## config.mk

```make
export PLATFORM = sky130hd
export DESIGN_NAME = keypad_scanner
export DESIGN_NICKNAME = d
export VERILOG_FILES = /design/src/rtl/keypad_pkg.sv /design/src/rtl/keypad_evt_slot.sv /design/src/rtl/keypad_scanner.sv
export SDC_FILE = /design/constraint.sdc
export NUM_CORES = 1
export LEC_CHECK = 0
export BUFFER_PORTS_ARGS = -buffer_cell sky130_fd_sc_hd__buf_2
export CORE_ASPECT_RATIO = 1.75
export CORE_MARGIN = 2
export CORE_UTILIZATION = 35
export CTS_BUF_LIST = sky130_fd_sc_hd__clkbuf_2
export CTS_CLUSTER_SIZE = 8
export DETAILED_ROUTE_END_ITERATION = 16
export GPL_TIMING_DRIVEN = 0
export PLACE_DENSITY = 0.57
export SYNTH_ARGS = -nofsm -noshare
export SYNTH_HDL_FRONTEND = slang
export SYNTH_SLANG_ARGS = --single-unit
```

## constraint.sdc

```tcl
create_clock -name clk -period 4.2 [get_ports clk]
set_input_delay 0.42 -clock clk [delete_from_list [all_inputs] [get_ports clk]]
set_output_delay 0.42 -clock clk [all_outputs]
set_load 0.1 [all_outputs]
```

## src/rtl/keypad_pkg.sv

```systemverilog
// rtl/keypad_pkg.sv - shared types and event packing helpers for the keypad scanner
//
// Contents:
//   state_t     scanner FSM state (IDLE, DRIVE, SAMPLE, NEXT)
//   CNT_W       width of each per-key debounce counter
//   evt_width   event word width from row/column index widths
//   evt_pack    builds {pressed, row_idx, col_idx}
//   evt_pressed / evt_row / evt_col  unpack an event word
package keypad_pkg;

  typedef enum logic [1:0] {
    IDLE   = 2'd0,
    DRIVE  = 2'd1,
    SAMPLE = 2'd2,
    NEXT   = 2'd3
  } state_t;

  localparam int CNT_W = 3;

  function automatic int evt_width(input int row_w, input int col_w);
    return 1 + row_w + col_w;
  endfunction

  // Result is right-aligned in 32 bits; callers size-cast to their event width.
  function automatic logic [31:0] evt_pack(input logic        pressed,
                                           input logic [15:0] row,
                                           input logic [15:0] col,
                                           input int          row_w,
                                           input int          col_w);
    logic [31:0] v;
    v = {16'd0, col};
    v = v | ({16'd0, row} << col_w);
    v = v | ({31'd0, pressed} << (row_w + col_w));
    return v;
  endfunction

  function automatic logic evt_pressed(input logic [31:0] data, input int row_w, input int col_w);
    return data[row_w + col_w];
  endfunction

  function automatic logic [15:0] evt_row(input logic [31:0] data, input int row_w, input int col_w);
    logic [31:0] mask;
    mask = (32'd1 << row_w) - 32'd1;
    return 16'((data >> col_w) & mask);
  endfunction

  function automatic logic [15:0] evt_col(input logic [31:0] data, input int col_w);
    logic [31:0] mask;
    mask = (32'd1 << col_w) - 32'd1;
    return 16'(data & mask);
  endfunction

endpackage

```

## src/rtl/keypad_evt_slot.sv

```systemverilog
// rtl/keypad_evt_slot.sv - one-entry valid/ready event holding register
//
// Ports:
//   clk, rst        clock, synchronous active-high reset
//   load, load_data write a new entry (taken only while free)
//   ready           consumer accepts the held entry
//   valid, data     held entry; data is stable while valid && !ready
//   free            slot empty or draining this cycle, so a load is accepted
module keypad_evt_slot #(
  parameter int W = 5
) (
  input  logic         clk,
  input  logic         rst,
  input  logic         load,
  input  logic [W-1:0] load_data,
  input  logic         ready,
  output logic         valid,
  output logic [W-1:0] data,
  output logic         free
);

  assign free = ~valid | ready;

  // A load in the same cycle as a drain keeps valid high: back-to-back entries.
  always_ff @(posedge clk) begin
    if (rst) begin
      valid <= 1'b0;
      data  <= '0;
    end else if (load && free) begin
      valid <= 1'b1;
      data  <= load_data;
    end else if (ready) begin
      valid <= 1'b0;
    end
  end

endmodule

```

## src/rtl/keypad_scanner.sv

```systemverilog
// rtl/keypad_scanner.sv - row-scanning keypad matrix controller with per-key debounce
//
// Ports:
//   clk, rst    clock, synchronous active-high reset
//   en          scan enable (honoured between rows only)
//   row_n       active-low one-hot row drive, all ones when idle/between rows
//   col_n       raw active-low column inputs (asynchronous)
//   evt_valid   event slot occupied
//   evt_ready   consumer accepts the event
//   evt_data    {pressed, row_idx, col_idx}
//   key_state   debounced state, bit r*COLS+c, 1 = pressed
//   scan_done   one-cycle pulse as the last row finishes
module keypad_scanner
  import keypad_pkg::*;
#(
  parameter int ROWS     = 4,
  parameter int COLS     = 4,
  parameter int SETTLE   = 4,
  parameter int DB_COUNT = 3
) (
  input  logic                                 clk,
  input  logic                                 rst,
  input  logic                                 en,
  output logic [ROWS-1:0]                      row_n,
  input  logic [COLS-1:0]                      col_n,
  output logic                                 evt_valid,
  input  logic                                 evt_ready,
  output logic [$clog2(ROWS)+$clog2(COLS):0]   evt_data,
  output logic [ROWS*COLS-1:0]                 key_state,
  output logic                                 scan_done
);

  localparam int ROW_W = $clog2(ROWS);
  localparam int COL_W = $clog2(COLS);
  localparam int EVT_W = evt_width(ROW_W, COL_W);
  localparam int KEYS  = ROWS * COLS;
  localparam int KEY_W = $clog2(KEYS);
  localparam int SET_W = $clog2(SETTLE);

  localparam logic [ROW_W-1:0] ROW_LAST = ROW_W'(ROWS - 1);
  localparam logic [COL_W-1:0] COL_LAST = COL_W'(COLS - 1);
  localparam logic [SET_W-1:0] SET_LAST = SET_W'(SETTLE - 1);
  localparam logic [CNT_W-1:0] DB_LAST  = CNT_W'(DB_COUNT - 1);

  state_t             state, state_d;
  logic [ROW_W-1:0]   row, row_d;
  logic [COL_W-1:0]   col, col_d;
  logic [SET_W-1:0]   settle_cnt, settle_d;
  logic [COLS-1:0]    col_s1, col_s2;
  logic [CNT_W-1:0]   db_cnt [KEYS];
  logic [KEY_W-1:0]   key_idx;

  logic               sample;
  logic               flip_due;
  logic               commit;
  logic               cnt_inc;
  logic               cnt_clr;
  logic               slot_free;
  logic [EVT_W-1:0]   load_data;

  assign key_idx = KEY_W'(row) * KEY_W'(COLS) + KEY_W'(col);

  // Synchronizer resets to all ones so no key appears closed out of reset.
  always_ff @(posedge clk) begin
    if (rst) begin
      col_s1 <= '1;
      col_s2 <= '1;
    end else begin
      col_s1 <= col_n;
      col_s2 <= col_s1;
    end
  end

  always_ff @(posedge clk) begin
    if (rst) begin
      state      <= IDLE;
      row        <= '0;
      col        <= '0;
      settle_cnt <= '0;
    end else begin
      state      <= state_d;
      row        <= row_d;
      col        <= col_d;
      settle_cnt <= settle_d;
    end
  end

  always_comb begin
    state_d   = state;
    row_d     = row;
    col_d     = col;
    settle_d  = settle_cnt;
    row_n     = '1;
    scan_done = 1'b0;
    sample    = 1'b0;
    flip_due  = 1'b0;
    commit    = 1'b0;
    cnt_inc   = 1'b0;
    cnt_clr   = 1'b0;
    case (state)
      IDLE: begin
        if (en) begin
          state_d  = DRIVE;
          row_d    = '0;
          settle_d = '0;
        end
      end
      DRIVE: begin
        row_n[row] = 1'b0;
        if (settle_cnt == SET_LAST) begin
          state_d  = SAMPLE;
          col_d    = '0;
          settle_d = '0;
        end else begin
          settle_d = settle_cnt + 1'b1;
        end
      end
      SAMPLE: begin
        row_n[row] = 1'b0;
        sample     = ~col_s2[col];
        if (sample == key_state[key_idx]) begin
          cnt_clr = 1'b1;
        end else if (db_cnt[key_idx] == DB_LAST) begin
          flip_due = 1'b1;
        end else begin
          cnt_inc = 1'b1;
        end
        commit = flip_due && slot_free;
        // A due flip with no room in the slot freezes the scan on this key.
        if (!flip_due || slot_free) begin
          if (col == COL_LAST) begin
            state_d = NEXT;
          end else begin
            col_d = col + 1'b1;
          end
        end
      end
      NEXT: begin
        scan_done = (row == ROW_LAST);
        row_d     = (row == ROW_LAST) ? '0 : row + 1'b1;
        state_d   = en ? DRIVE : IDLE;
      end
      default: state_d = IDLE;
    endcase
  end

  always_ff @(posedge clk) begin
    if (rst) begin
      key_state <= '0;
      for (int i = 0; i < KEYS; i++) begin
        db_cnt[i] <= '0;
      end
    end else if (commit) begin
      key_state[key_idx] <= sample;
      db_cnt[key_idx]    <= '0;
    end else if (cnt_clr) begin
      db_cnt[key_idx] <= '0;
    end else if (cnt_inc) begin
      db_cnt[key_idx] <= db_cnt[key_idx] + 1'b1;
    end
  end

  assign load_data = EVT_W'(evt_pack(sample, 16'(row), 16'(col), ROW_W, COL_W));

  keypad_evt_slot #(
    .W (EVT_W)
  ) u_evt_slot (
    .clk       (clk),
    .rst       (rst),
    .load      (commit),
    .load_data (load_data),
    .ready     (evt_ready),
    .valid     (evt_valid),
    .data      (evt_data),
    .free      (slot_free)
  );

endmodule

```

==> flow_metrics.py <==
metrics = {
    "outcome": {
        "status": "finished, final reports clean",
    },
    "pwr": {
        "combPwrFrac_pct": 26.5,
        "switchingPower_w": 0.000674,
        "intPower_w": 0.00130,
        "p_leak_nw": 1.76,
        "swShare_pct": 34.1,
        "sequentialPowerShare_pct": 48.5,
        "clkPwrFrac_pct": 25.0,
        "peakVddDrop_mv": 0.417,
        "power.density_nw_per_um2": 420,
    },
    "drt": {
        "ant_nets": 0,
        "first_pass_iters": 4,
        "drt_iter0_drc": 142,
        "drt_wl_total_um": 10900,
        "avgViaCountPerCell": 5.25,
        "vias": 2931,
        "wire_per_inst_um": 19.6,
        "drc_errors": 0,
    },
    "die": {
        "core_area_um2": 11600,
        "start_util_pct": 36.0,
        "die_h_um": 148,
        "dieArea_um2": 12800,
        "io_pins": 35,
        "die_w_um": 86.5,
        "row_count": 52,
    },
    "finish": {
        "finalNonFillerCells": 558,
        "fin_util_pct": 40.5,
        "final_net_count": 440,
        "drive_above_1_share_pct": 21.6,
        "syn_to_final_growth_pct": 12.6,
        "fill_cells": 1174,
    },
    "synth": {
        "yosys.area.top_type_share_pct": 34.6,
        "synth_flop_cell": "edfxtp_1",
        "ys_types": 37,
        "netlist_area_um2": 4170,
        "ys_warn_count": 0,
        "async_flop_share_pct": 0,
        "synth-edff-count": 48,
        "yosys-top-cells-area": "edfxtp_1 35%, dfxtp_1 18%, mux4_2 9.7%",
        "yosysMostFrequentCell": "nor2_1",
        "synth_top_cells_by_count": "67 x nor2_1, 48 x edfxtp_1, 41 x nand2_1, 38 x dfxtp_1, 21 x mux2i_1",
        "yosys.area.top_type": "edfxtp_1",
        "syn_area_per_cell_um2": 11.3,
        "synthCells": 368,
        "synth_seq_cells": 86,
        "synth_nets": 391,
        "synth-seq-area-share_pct": 52.9,
    },
    "flow_run": {
        "drv_cap": 0,
    },
    "setup_path": {
        "worstPathArrival_ns": 4.22,
        "criticalPathCategory": "flop to flop",
        "path_cells": "clkbuf_2 -> buf_2 -> mux4_2 -> mux4_2 -> inv_1 -> ha_1 -> inv_1 -> nor4b_1 -> nand2b_2 -> clkbuf_2 -> o21ai_0",
        "r2r_setup_slack_ns": 0.27,
        "critPathBufInv": 5,
        "cp_top_family": "buffers and inverters",
        "start_kind": "flop",
        "timing.rr.start": "col[1]$_SDFFE_PP0P_",
        "critPathLaunch": "col[1]$_SDFFE_PP0P_",
        "crit_path_end_kind": "flop",
        "worstPathRequired_ns": 4.49,
        "ff2ff_path_depth": 11,
        "slowest_stage": "mux4_2",
        "crit_end": "db_cnt[12][2]$_SDFFCE_PN0P_",
        "r2r_end": "db_cnt[12][2]$_SDFFCE_PN0P_",
        "worst-path-stages": 11,
        "cp_max_fo": 10,
        "max_stage_delay_ns": 0.53,
    },
    "sta": {
        "drv_slew": 0,
        "finalSetupTns_ns": 0,
        "post-route-period-util_pct": 93.6,
        "fin_skew_ns": 0.0288,
        "hold_violations": 0,
        "finalSetupViolations": 0,
        "relSlewSlack_pct": 48.6,
        "rsz0062_at_grt": "no",
        "fmax_ghz": 0.254,
        "fin_crit_ns": 3.93,
        "tightest_slew_ns": 0.771,
    },
    "clock_tree": {
        "path_clk_slew_ns": 0.23,
        "clock_latency_ns": 0.58,
        "cts_buffer_depth": 2,
        "postCtsSetupRepairBufs": 0,
        "h-tree-depth": 3,
        "clock_sinks": 86,
        "cts_buffers": 9,
        "cts_tree": "done",
        "cts-root-buf": "clkbuf_2",
    },
    "global_routing": {
        "use_met1_pct": 17.3,
        "grt-ovfl-total": 0,
        "antenna_found_initial": 1,
        "use_met3_pct": 3.94,
        "grt_max_degree": 15,
        "grt_pass1_wl_um": 16700,
        "first_global_vias": 3077,
        "use_met2_pct": 33.4,
        "grt_use_total_pct": 17.8,
        "top_usage_layer": "met2",
    },
    "place": {
        "place_inst": 537,
        "place.gp.congestion": 0.834,
        "numPortBuffers": 34,
        "place_hpwl_um": 8110,
    },
    "worst_hold_path": {
        "hold_class": "primary input to flop",
    },
}
[layer usage]
| metal | share of wire, % | vias up |
|---|---|---|
| li1 | - | 1402 |
| met1 | 35 | 1409 |
| met2 | 57 | 85 |
| met3 | 3.8 | 35 |
| met4 | 4.2 | 0 |
| met5 | 0 | - |
[power groups by stage]
| stage | combinational, W | clock, W | sequential [W] |
|---|---|---|---|
| 6_report | 0.000522 | 0.000494 | 0.000957 |
| 5_1_grt | 0.000566 | 0.000525 | 0.000963 |
| 4_1_cts | 0.000521 | 0.000499 | 0.000958 |
| 3_5_place_dp | 0.000518 | 0 | 0.000976 |
| 3_3_place_gp | 0.000507 | 0 | 0.000974 |
| 2_1_floorplan | 0.000385 | 0 | 0.000967 |
[worst min path at each step]
stage | startpoint | endpoint | slack [ns] | cells after the start
finish | en | state[0]$_SDFFE_PP0P_ | 0.13 | 3
global route | en | state[0]$_SDFFE_PP0P_ | 0.11 | 3
CTS | col_n[1] | col_s1[1]$_SDFF_PP1_ | 0.002 | 2
detailed placement | col_s1[2]$_SDFF_PP1_ | col_s2[2]$_SDFF_PP1_ | 0.40 | 1
global placement | col_s1[1]$_SDFF_PP1_ | col_s2[1]$_SDFF_PP1_ | 0.39 | 1
floorplan | col_s1[0]$_SDFF_PP1_ | col_s2[0]$_SDFF_PP1_ | 0.39 | 1
[worst min-delay path: stages]
cell,delay [ns]
buf_2,0.11
nand2_1,0.06
a311oi_1,0.08
[cell families after synthesis]
group,count (synthesis),share of synthesized area (%)
AOI/OAI and AO/OA,32,4.83
xor gates and xnor gates,2,0.601
adders and majority gates,15,4.50
buffers and inverters,38,4.35
DFF,86,52.9
muxes,41,16.0
and+or+nand+nor,154,16.8
[cell usage in the layout (no fill, tap or decap), types with 15 or more instances in the layout]
cell / n
mux4_2: 18
ha_1: 15
nor2_1: 67
buf_2: 35
nand2_1: 41
edfxtp_1: 48
clkbuf_1: 17
o21ai_0: 19
nand3_1: 17
dfxtp_1: 38
mux2i_1: 21
[registers in the layout (all words and copies together) (netlist names)]
| name | count |
|---|---|
| col_s1 | 4 |
| key_state | 16 |
| col | 2 |
| u_evt_slot.valid | 1 |
| row | 2 |
| col_s2 | 4 |
| db_cnt | 48 |
| u_evt_slot.data | 5 |
| state | 2 |
| settle_cnt | 2 |
[per-stage QoR]
stage / worst slack (ns) / cell area [um2] / hold slack (ns) / total power, W
floorplan: 0.749 / 4170 / 0.389 / 0.00135
global placement: -0.282 / 4510 / 0.395 / 0.00148
detailed placement: -0.423 / 4510 / 0.398 / 0.00149
CTS: 0.0785 / 4650 / 0.00222 / 0.00198
global route: 0.00213 / 4690 / 0.113 / 0.00205
finish: 0.271 / 4690 / 0.131 / 0.00197
[layout make-up]
cell class	instances	area [um2]	area share [%]
sequential	86	2200	46.9
multi-input combinational	244	1790	38.0
timing repair buffer	38	210	4.48
tap	135	169	3.60
buffer	28	150	3.20
clock inverter	6	86.3	1.84
clock buffer	10	50.0	1.07
inverter	10	37.5	0.800
antenna	1	2.50	0.0533
[what timing repair did]
| item | 4_1_cts | 5_1_grt |
|---|---|---|
| endpoints found under the hold margin | 0 | 4 |
| resized for setup | 6 | 2 |
| setup endpoints to repair | 62 | 30 |
| hold buffers | 0 | 4 |
No activity file was read; power rests on OpenSTA's default activity.
